--- config.mk ---
export PLATFORM = sky130hd
export DESIGN_NAME = mc_control_fsm
export DESIGN_NICKNAME = d
export VERILOG_FILES = /design/src/rtl/mc_control_fsm.sv
export SDC_FILE = /design/constraint.sdc
export NUM_CORES = 1
export LEC_CHECK = 0
export ABC_AREA = 1
export BUFFER_PORTS_ARGS = -buffer_cell sky130_fd_sc_hd__buf_2
export CAP_MARGIN = 10
export CORE_MARGIN = 2
export CORE_UTILIZATION = 40
export CTS_BUF_LIST = sky130_fd_sc_hd__clkbuf_16
export DETAILED_ROUTE_END_ITERATION = 16
export PLACE_DENSITY = 0.67
export SYNTH_ARGS = -nofsm -noshare
export SYNTH_HDL_FRONTEND = slang
export SYNTH_SLANG_ARGS = --single-unit
--- constraint.sdc ---
create_clock -name clk -period 1.4 [get_ports clk]
set_input_delay 0.07 -clock clk [delete_from_list [all_inputs] [get_ports clk]]
set_output_delay 0.07 -clock clk [all_outputs]
set_load 0.1 [all_outputs]
--- src/rtl/mc_control_fsm.sv ---
// Multicycle MIPS-subset main control FSM with memory-ready stalls and access timeout.
// Optional `ILLEGAL_TRAP_EN: unsupported opcodes trap instead of retiring as NOPs.
module mc_control_fsm #(
  parameter int ALUOP_W     = 2,
  parameter int MEM_TIMEOUT = 16
) (
  input  logic               clk,
  input  logic               reset,
  input  logic [5:0]         opcode,
  input  logic               mem_ready,
  output logic               pc_write,
  output logic               pc_write_cond,
  output logic [1:0]         branch_op,
  output logic               iord,
  output logic               mem_read,
  output logic               mem_write,
  output logic               ir_write,
  output logic [1:0]         mem_to_reg,
  output logic [1:0]         reg_dst,
  output logic               reg_write,
  output logic               alu_src_a,
  output logic [1:0]         alu_src_b,
  output logic [ALUOP_W-1:0] alu_op,
  output logic [1:0]         pc_source,
  output logic [3:0]         state_dbg,
  output logic               mem_err,
  output logic               illegal_op
);

  localparam logic [3:0] S_FETCH    = 4'd0;
  localparam logic [3:0] S_DECODE   = 4'd1;
  localparam logic [3:0] S_EXEC_R   = 4'd2;
  localparam logic [3:0] S_EXEC_I   = 4'd3;
  localparam logic [3:0] S_MEM_ADDR = 4'd4;
  localparam logic [3:0] S_MEM_RD   = 4'd5;
  localparam logic [3:0] S_MEM_WB   = 4'd6;
  localparam logic [3:0] S_MEM_WR   = 4'd7;
  localparam logic [3:0] S_BRANCH   = 4'd8;
  localparam logic [3:0] S_JUMP     = 4'd9;
  localparam logic [3:0] S_ALU_WB   = 4'd10;
  localparam logic [3:0] S_TRAP     = 4'd11;

  localparam logic [5:0] OP_RTYPE = 6'h00;
  localparam logic [5:0] OP_J     = 6'h02;
  localparam logic [5:0] OP_JAL   = 6'h03;
  localparam logic [5:0] OP_BEQ   = 6'h04;
  localparam logic [5:0] OP_BNE   = 6'h05;
  localparam logic [5:0] OP_BLEZ  = 6'h06;
  localparam logic [5:0] OP_BGTZ  = 6'h07;
  localparam logic [5:0] OP_ADDI  = 6'h08;
  localparam logic [5:0] OP_LW    = 6'h23;
  localparam logic [5:0] OP_SW    = 6'h2B;

  localparam logic [ALUOP_W-1:0] ALU_ADD = '0;
  localparam logic [ALUOP_W-1:0] ALU_SUB = ALUOP_W'(1);
  localparam logic [ALUOP_W-1:0] ALU_R   = ALUOP_W'(2);

  localparam logic       TIMEOUT_EN  = (MEM_TIMEOUT != 0);
  localparam logic [7:0] TIMEOUT_CNT = 8'(MEM_TIMEOUT);

  logic [3:0] state_reg, state_next;
  logic [7:0] wait_cnt_reg;
  logic       mem_err_reg;
  logic       wait_state;
  logic       timeout;

  assign wait_state = (state_reg == S_FETCH) || (state_reg == S_MEM_RD) || (state_reg == S_MEM_WR);
  // mem_ready on the expiry cycle completes the access rather than trapping.
  assign timeout    = TIMEOUT_EN && wait_state && !mem_ready && (wait_cnt_reg == TIMEOUT_CNT);

  always_comb begin
    state_next = state_reg;
    case (state_reg)
      S_FETCH:    if (timeout) state_next = S_TRAP; else if (mem_ready) state_next = S_DECODE;
      S_DECODE: begin
        case (opcode)
          OP_RTYPE:                        state_next = S_EXEC_R;
          OP_ADDI:                         state_next = S_EXEC_I;
          OP_LW, OP_SW:                    state_next = S_MEM_ADDR;
          OP_BEQ, OP_BNE, OP_BLEZ, OP_BGTZ: state_next = S_BRANCH;
          OP_J, OP_JAL:                    state_next = S_JUMP;
`ifdef ILLEGAL_TRAP_EN
          default:                         state_next = S_TRAP;
`else
          default:                         state_next = S_FETCH;
`endif
        endcase
      end
      S_EXEC_R, S_EXEC_I: state_next = S_ALU_WB;
      S_MEM_ADDR: state_next = (opcode == OP_SW) ? S_MEM_WR : S_MEM_RD;
      S_MEM_RD:   if (timeout) state_next = S_TRAP; else if (mem_ready) state_next = S_MEM_WB;
      S_MEM_WR:   if (timeout) state_next = S_TRAP; else if (mem_ready) state_next = S_FETCH;
      S_MEM_WB, S_ALU_WB, S_BRANCH, S_JUMP: state_next = S_FETCH;
      S_TRAP:     state_next = S_TRAP;
      default:    state_next = S_FETCH;
    endcase
  end

  always_ff @(posedge clk or posedge reset) begin
    if (reset) begin
      state_reg    <= S_FETCH;
      wait_cnt_reg <= '0;
      mem_err_reg  <= 1'b0;
    end else begin
      state_reg <= state_next;
      if (state_next != state_reg)
        wait_cnt_reg <= '0;
      else if (wait_state && !mem_ready && wait_cnt_reg != 8'hFF)
        wait_cnt_reg <= wait_cnt_reg + 8'd1;
      if (timeout)
        mem_err_reg <= 1'b1;
    end
  end

`ifdef ILLEGAL_TRAP_EN
  logic illegal_op_reg;
  always_ff @(posedge clk or posedge reset) begin
    if (reset)
      illegal_op_reg <= 1'b0;
    else if (state_reg == S_DECODE && state_next == S_TRAP)
      illegal_op_reg <= 1'b1;
  end
  assign illegal_op = illegal_op_reg;
`else
  assign illegal_op = 1'b0;
`endif

  always_comb begin
    pc_write      = 1'b0;
    pc_write_cond = 1'b0;
    branch_op     = 2'd0;
    iord          = 1'b0;
    mem_read      = 1'b0;
    mem_write     = 1'b0;
    ir_write      = 1'b0;
    mem_to_reg    = 2'd0;
    reg_dst       = 2'd0;
    reg_write     = 1'b0;
    alu_src_a     = 1'b0;
    alu_src_b     = 2'd0;
    alu_op        = ALU_ADD;
    pc_source     = 2'd0;
    case (state_reg)
      S_FETCH: if (!timeout) begin
        mem_read  = 1'b1;
        alu_src_b = 2'd1;
        ir_write  = mem_ready;
        pc_write  = mem_ready;
      end
      S_DECODE: alu_src_b = 2'd3;
      S_EXEC_R: begin alu_src_a = 1'b1; alu_op = ALU_R; end
      S_EXEC_I, S_MEM_ADDR: begin alu_src_a = 1'b1; alu_src_b = 2'd2; end
      S_ALU_WB: begin
        reg_write = 1'b1;
        reg_dst   = (opcode == OP_RTYPE) ? 2'd1 : 2'd0;
      end
      S_MEM_RD: if (!timeout) begin mem_read = 1'b1; iord = 1'b1; end
      S_MEM_WR: if (!timeout) begin mem_write = 1'b1; iord = 1'b1; end
      S_MEM_WB: begin reg_write = 1'b1; mem_to_reg = 2'd1; end
      S_BRANCH: begin
        alu_src_a     = 1'b1;
        alu_op        = ALU_SUB;
        pc_write_cond = 1'b1;
        pc_source     = 2'd1;
        case (opcode)
          OP_BNE:  branch_op = 2'd1;
          OP_BGTZ: branch_op = 2'd2;
          OP_BLEZ: branch_op = 2'd3;
          default: branch_op = 2'd0;
        endcase
      end
      S_JUMP: begin
        pc_write  = 1'b1;
        pc_source = 2'd2;
        if (opcode == OP_JAL) begin
          reg_write  = 1'b1;
          reg_dst    = 2'd2;
          mem_to_reg = 2'd2;
        end
      end
      default: ;
    endcase
  end

  assign state_dbg = state_reg;
  assign mem_err   = mem_err_reg;

endmodule
==> flow_summary.ini, run 1 <==
[power_and_ir_drop]
vdd_ir_drop_max_uv = 3138
total_power_mw = 6.270
power.density_mw_per_mm2 = 2358
leakagePower_nw = 1.272

[cts]
numCtsBuffers = 3
clock_path_buffers = 2
htreeDepth = 1
cts_tree = built
clock_latency_ns = 0.25
clk_pin_slew_ns = 0.05
clock-sinks = 13
clock-root-buffer = clkbuf_16

[timing]
rsz0062_at_grt = true
finalCritPeriodShare_pct = 142.2
layout_setup_ws_ns = -0.5904
fmax_mhz = 502.4
finalCriticalPeriod_ns = 1.990
relSlewSlack_pct = 65.10
maxSlewViolCount = 0
setup_violations = 34
hold_viol = 0
clock_skew_ns = 0.004484
tightestPinTransition_ns = 0.5229

[final_layout]
drive_above_1_share_pct = 64.24
largest_reg_flops = 8
nets = 300
syn_to_final_growth_pct = 123.7
layout.cells.non_filler = 319
antenna_cells = 0

[drt]
drc = 0
vias_per_cell = 6.091
vias = 1943
wl_per_cell_microns = 22.00
routed_wl_mm = 7.019
ant_nets = 0
drt-initial-drc-count = 226
drt_first_pass_iters = 5

[die]
row_count = 19
dieWidth_microns = 58.51
core_sq_mm = 0.002781
start_util_pct = 42.74
boundaryPins = 35
die_y_microns = 58.51
die-area_sq_mm = 0.003423

[setup_path]
path_cells = buf_4 > inv_6 > nand2_8 > nor2_2 > nand2_1 > nand2_2 > nor2_2 > nand3_2 > nand2_2 > nand2_2 > nand3_4 > nor2_1
critPathCaptureType = flop
critPathTopFamily = simple AND/OR/NAND/NOR gates
cp_slowest_cell = dfrtp_4
cp.buffers_inverters = 2
timing.critical_path.from_type = flop
cpMostUsedCell = nand2_2
cp_data_arrival_time_ns = 2.16
worst_path_largest_cell_delay_ns = 0.51
path_class = reg -> reg
cp_data_required_time_ns = 1.57
path_max_fanout = 8

[synthesis]
netlist_area_sq_mm = 0.001189
yosysUniqueCellTypes = 28
ys_ff_latch = 13
synth_nets = 199
synth_warnings = 0
seq_area_frac_synth_pct = 27.37
syn_inst = 188
avgSynthCellArea_sq_um = 6.323

[grt]
grt_pass1_vias = 1626
grt_use_total_pct = 28.81
grt_pass1_wl_mm = 7.410
grt_max_degree = 14
overflow = 0
antenna_found_initial = 0

[placement]
placedCellCount = 296
preCtsSetupSlack_ns = -0.3199
gp_congestion = 1.013
dp_hpwl_mm = 3.366
io_buffers = 33

[run]
cap_violations = 0

[status]
status = finished with violations
violations = negative setup slack

[hold_path]
hold_path.class = in -> reg
-- cell usage after synthesis, drive strengths merged --
| cell | instances | share of area, % |
|---|---|---|
| nor3b | 1 | 0.63 |
| inv | 28 | 8.8 |
| nor2 | 48 | 17 |
| xor2 | 4 | 2.9 |
| dfrtp | 13 | 27 |
| a31oi | 1 | 0.53 |
| nor4 | 1 | 0.53 |
| o211ai | 2 | 1.3 |
| nand3 | 11 | 6.5 |
| buf | 3 | 2.2 |
| conb | 1 | 0.32 |
| nand4 | 7 | 3.7 |
| nand2 | 49 | 17 |
| a21oi | 3 | 2.2 |
| mux2 | 1 | 0.95 |
| o21ai | 5 | 2.1 |
| o22ai | 1 | 0.53 |
| nor3 | 4 | 1.7 |
| or2 | 3 | 1.6 |
| ha | 2 | 2.1 |
-- layout by cell type, fill, tap and decap left out, types with 2 or more instances in the layout --
cell / count
or2_2: 2
xor2_1: 4
o211ai_1: 2
o21ai_0: 2
nor2_4: 17
dfrtp_4: 4
nor2_2: 12
nand4_1: 7
nand2_1: 30
buf_12: 17
nand3_4: 3
nand3_1: 2
buf_8: 4
nand2_8: 3
buf_6: 8
nand2_2: 15
nor3_4: 2
nand3_2: 6
inv_4: 6
nor2_1: 19
inv_1: 20
buf_4: 56
clkbuf_16: 4
buf_2: 12
dfrtp_1: 9
a21oi_1: 2
-- per-stage QoR --
step | TNS (ns) | hold WS [ns] | area, sq um | utilization (%)
detailed placement | -4.763 | 0.1216 | 2151 | 77.33
floorplan | -21.18 | -0.05296 | 1353 | -
global route | -14.47 | 0.3006 | 2659 | 95.59
finish | -13.57 | 0.3233 | 2659 | 95.59
CTS | -9.339 | 0.2225 | 2338 | 84.08
global placement | -3.856 | 0.1119 | 2151 | 77.33
-- worst register-to-register path, stage by stage (launching register included) --
cell	delay (ns)
dfrtp_4	0.51
buf_4	0.17
inv_6	0.07
nand2_8	0.08
nor2_2	0.18
nand2_1	0.18
nand2_2	0.13
nor2_2	0.05
nand3_2	0.09
nand2_2	0.09
nand2_2	0.09
nand3_4	0.12
nor2_1	0.15
-- area by class of cell --
cell class | count | area (sq um)
Clock inverter | 1 | 5.005
Fill cell | 60 | 122.6
Clock buffer | 3 | 75.07
Tap cell | 31 | 38.79
Inverter | 28 | 125.1
Sequential cell | 13 | 340.3
Timing Repair Buffer | 99 | 1006
Multi-Input combinational cell | 144 | 1069
-- final timing paths --
kind,from,to,slack [ns],cells after the start
worst max-delay path,state_dbg[1]$_DFF_PP0_,wait_cnt_reg[2]$_DFFE_PP0P_,-0.59,12
worst min-delay path,opcode[4],state_dbg[2]$_DFF_PP0_,0.32,4
worst max register to register,state_dbg[1]$_DFF_PP0_,wait_cnt_reg[2]$_DFFE_PP0P_,-0.59,12
worst min register to register,mem_err$_DFFE_PP0P_,mem_err$_DFFE_PP0P_,0.52,1
max in group asynchronous,reset,state_dbg[0]$_DFF_PP0_,0.60,3
min in group asynchronous,reset,wait_cnt_reg[1]$_DFFE_PP0P_,0.41,3
-- per-layer routing --
metal	share of wire (%)	vias up	track usage, %
li1	-	789	-
met1	34	891	34.53
met2	48	201	49.60
met3	11	62	5.714
met4	7.5	0	12.96
met5	0	-	0
-- cell families (layout without fill, tap and decap cells) --
group	count (synthesis)	after routing	synth area share, %
compound gates	12	12	6.632
xor+xnor	4	4	2.947
fa+ha+maj	2	2	2.105
buf+inv	31	131	11.05
flops	13	13	27.37
mux	1	1	0.9473
other cells	1	1	0.3155
simple gates	124	124	48.63
-- power by group --
part,total [mW],switching [mW],internal (mW)
Sequential,0.569,0.107,0.463
Clock,0.556,0.175,0.381
Combinational,5.14,3.26,1.88
-- what timing repair did --
item / in CTS / in global routing
endpoints found under the setup margin: 33 / 34
buffers inserted: 4 / 15
hold endpoints to repair: 13 / 0
hold buffers: 1 / 0
pin swaps: 2 / 15
resized for setup: 20 / 60
No activity file was read; power rests on OpenSTA's default activity.
==> inputs of run 2 (changes only) <==
--- a/config.mk
+++ b/config.mk
@@ -9,10 +9,10 @@
 export BUFFER_PORTS_ARGS = -buffer_cell sky130_fd_sc_hd__buf_2
 export CAP_MARGIN = 10
 export CORE_MARGIN = 2
-export CORE_UTILIZATION = 40
+export CORE_UTILIZATION = 46
 export CTS_BUF_LIST = sky130_fd_sc_hd__clkbuf_16
 export DETAILED_ROUTE_END_ITERATION = 16
-export PLACE_DENSITY = 0.67
+export PLACE_DENSITY = 0.75
 export SYNTH_ARGS = -nofsm -noshare
 export SYNTH_HDL_FRONTEND = slang
 export SYNTH_SLANG_ARGS = --single-unit
==> run 2 against run 1 <==
Against the previous run: synthesized area is the same; synthesized cell count stayed put; the flow now stops in clock tree synthesis (4_1_cts).
==> flow_summary.ini, run 2 <==
[cts]
clock-sinks = 13
clock-root-buffer = clkbuf_16
clock_path_buffers = 2
ctsResizeCount = 64
cts.hold.buffers_added = 1
htreeDepth = 1
cts_setup_buffers = 14
numCtsBuffers = 3

[synthesis]
syn_inst = 188
ys_ff_latch = 13
synthArstFlopShare_pct = 100.0
synth_nets = 199
synth-edff-count = 0
yosysUniqueCellTypes = 28
seq_area_frac_synth_pct = 27.37
synth_commonest_cells = nand2_1, nor2_1, inv_1, dfrtp_1, nand3_1
synth.most_common_cell = nand2_1
synth_top_area_cell = dfrtp_1
netlist_area_sq_mm = 0.001189
synth_top_area_share_pct = 27.37
synth_warnings = 0
synth_ff_type = dfrtp_1
avgSynthCellArea_sq_um = 6.323
ys_top_cells_by_area = dfrtp_1, nand2_1, nor2_1

[placement]
io_buffers = 33
gp_congestion = 0.8868
post_dp_cell_area_sq_mm = 0.002127
dp_hpwl_mm = 3.609

[die]
start_util_pct = 48.42
die_y_microns = 54.84
boundaryPins = 35
row_count = 18
dieWidth_microns = 54.84

[status]
status = did not finish
error_message = [ERROR DPL-0038] Utilization greater than 100%, impossible to legalize
stop_stage = clock tree synthesis (4_1_cts)
[run 2: cell counts after synthesis]
Identical to the previous run, type by type.
[run 2: stage by stage]
step / hold WS (ns) / cells / setup WS, ns
floorplan: -0.05296 / 188 / -1.443
detailed placement: 0.1145 / 294 / -0.3881
global placement: 0.1084 / 294 / -0.2731
[run 2: kinds of logic after synthesis]
group | share of synthesized area [%]
and+or+nand+nor | 48.63
buffers and inverters | 11.05
adders and majority gates | 2.105
xor gates and xnor gates | 2.947
DFF | 27.37
other | 0.3155
muxes | 0.9473
AOI/OAI and AO/OA | 6.632
==> inputs of run 3 (changes only) <==
--- a/config.mk
+++ b/config.mk
@@ -8,11 +8,10 @@
 export ABC_AREA = 1
 export BUFFER_PORTS_ARGS = -buffer_cell sky130_fd_sc_hd__buf_2
 export CAP_MARGIN = 10
-export CORE_MARGIN = 2
-export CORE_UTILIZATION = 46
-export CTS_BUF_LIST = sky130_fd_sc_hd__clkbuf_16
+export CORE_AREA = 2 2 63 65
 export DETAILED_ROUTE_END_ITERATION = 16
-export PLACE_DENSITY = 0.75
+export DIE_AREA = 0 0 65 67
+export PLACE_DENSITY_LB_ADDON = 0.15
 export SYNTH_ARGS = -nofsm -noshare
 export SYNTH_HDL_FRONTEND = slang
 export SYNTH_SLANG_ARGS = --single-unit
==> constraint.sdc (replaced) <==
create_clock -name clk -period 1.8 [get_ports clk]
set_input_delay 0.09 -clock clk [delete_from_list [all_inputs] [get_ports clk]]
set_output_delay 0.09 -clock clk [all_outputs]
set_load 0.1 [all_outputs]
==> run 3 against run 2 <==
Against the previous run: the run now ends clean.
==> flow_summary.ini, run 3 (synthesis results as in run 1) <==
[status]
status = complete, no violations

[setup_path]
path_max_fanout = 5
critPathCaptureType = output pin
cp_data_arrival_time_ns = 1.69
timing.critical_path.from_type = flop
cp_slowest_cell = dfrtp_4
ff2ff_setup_slack_ns = 0.08
path_cells = nor2_4 > nand2_4 > a21oi_4 > nand4_1 > inv_4 > o21ai_4 > buf_12
worst_path_largest_cell_delay_ns = 0.49
cp_data_required_time_ns = 1.71
cp.buffers_inverters = 2
worst-path-stages = 7
critPathTopFamily = flip-flops
path_class = reg -> out
ff2ff_path_depth = 10

[final_layout]
nets = 253
fillers = 358
drive_above_1_share_pct = 45.23
largest_reg_flops = 8
final_common_cell = nand2_1
layout_common_cells = nand2_1, nor2_1, inv_1, buf_4, buf_2
antenna_cells = 0
multi_input_area_sq_um = 933.4
regArea_sq_um = 340.3
fin_area_sq_mm = 0.002039
syn_to_final_growth_pct = 71.58

[timing]
rsz0062_at_grt = true
finalCriticalPeriod_ns = 1.784
hold_viol = 0
fmax_mhz = 560.5
clock_skew_ns = 0.002072
layout_setup_ws_ns = 0.01584
finalCritPeriodShare_pct = 99.12
maxSlewViolCount = 0
setup_violations = 0

[drt]
routed_wl_mm = 3.418
vias = 1328
drc = 0
vias_per_cell = 4.595
drt-initial-drc-count = 73
ant_nets = 0
drt_first_pass_iters = 4
wl_per_cell_microns = 11.83

[cts]
cts_tree = built
clock_latency_ns = 0.25
htreeDepth = 1
clock_path_buffers = 2
clk_pin_slew_ns = 0.05
clock-sinks = 13
numCtsBuffers = 3
clock-root-buffer = clkbuf_8

[die]
die_y_microns = 67
row_count = 22
core_sq_mm = 0.003606
dieWidth_microns = 65
start_util_pct = 32.96
die-area_sq_mm = 0.004355
boundaryPins = 35

[hold_path]
min_path_cells = 4
hold_path.class = in -> reg

[placement]
post_dp_cell_area_sq_mm = 0.001792
preCtsSetupSlack_ns = 0.07038
dp_hpwl_mm = 2.715
io_buffers = 33
gp_congestion = 0.8283

[run]
cap_violations = 0

[grt]
grt_max_degree = 14
grt_pass1_wl_mm = 5.478
antenna_found_initial = 0
grt_pass1_vias = 1270
grt_use_total_pct = 16.63
overflow = 0

[power_and_ir_drop]
vdd_ir_drop_max_uv = 581.1
power.density_mw_per_mm2 = 1803
leakagePower_nw = 0.9711
total_power_mw = 3.677
-- run 3: final cells by class --
class                      instances  share of cell area, %
multi-input combinational        144                  45.77
timing repair buffer              52                  26.75
sequential                        13                  16.69
inverter                          28                  5.644
tap                               48                  2.945
clock buffer                       4                  2.209
-- run 3: worst paths after layout --
| kind | start | end |
|---|---|---|
| hold / removal | opcode[2] | state_dbg[2]$_DFF_PP0_ |
| setup / recovery | state_dbg[0]$_DFF_PP0_ | alu_src_b[0] |
| min in group asynchronous | reset | state_dbg[2]$_DFF_PP0_ |
| max in group asynchronous | reset | state_dbg[3]$_DFF_PP0_ |
| hold reg to reg | mem_err$_DFFE_PP0P_ | mem_err$_DFFE_PP0P_ |
| setup reg to reg | state_dbg[0]$_DFF_PP0_ | wait_cnt_reg[2]$_DFFE_PP0P_ |
-- run 3: tightest hold or removal path: cells and delay by family --
kind / cells / cell delay (ns)
AOI/OAI and AO/OA: 1 / 0.09
buffers and inverters: 2 / 0.15
and+or+nand+nor: 1 / 0.09
-- run 3: per-stage QoR --
stage / util (%) / hold slack [ns] / setup TNS (ns) / cells
3_5_place_dp: 49.69 / 0.1492 / 0 / 272
5_1_grt: 56.56 / 0.2346 / -0.5180 / 289
6_report: 56.56 / 0.2194 / 0 / 289
2_1_floorplan: - / -0.03296 / -9.887 / 188
4_1_cts: 53.44 / 0.1947 / 0 / 282
3_3_place_gp: 49.69 / 0.1457 / 0 / 272
-- run 3: power breakdown --
group / total [mW] / switching [mW] / internal, mW
combinational: 2.97 / 2.04 / 0.939
sequential: 0.438 / 0.0790 / 0.359
clock: 0.264 / 0.108 / 0.157
-- run 3: what timing repair did --
action                     in CTS  in global routing
setup endpoints to repair       6                 18
hold buffers                    1                  0
hold endpoints to repair       13                  0
gates resized for setup        12                 17
pin swaps                       6                  5
setup buffers                   5                  7
-- run 3: routing by layer --
| layer | vias to the layer above | track usage, % | wire length, microns |
|---|---|---|---|
| li1 | 696 | - | - |
| met3 | 8 | 2.365 | 140 |
| met5 | - | 0 | 0 |
| met4 | 0 | 9.574 | 87 |
| met1 | 592 | 18.90 | 1447 |
| met2 | 32 | 29.64 | 1743 |
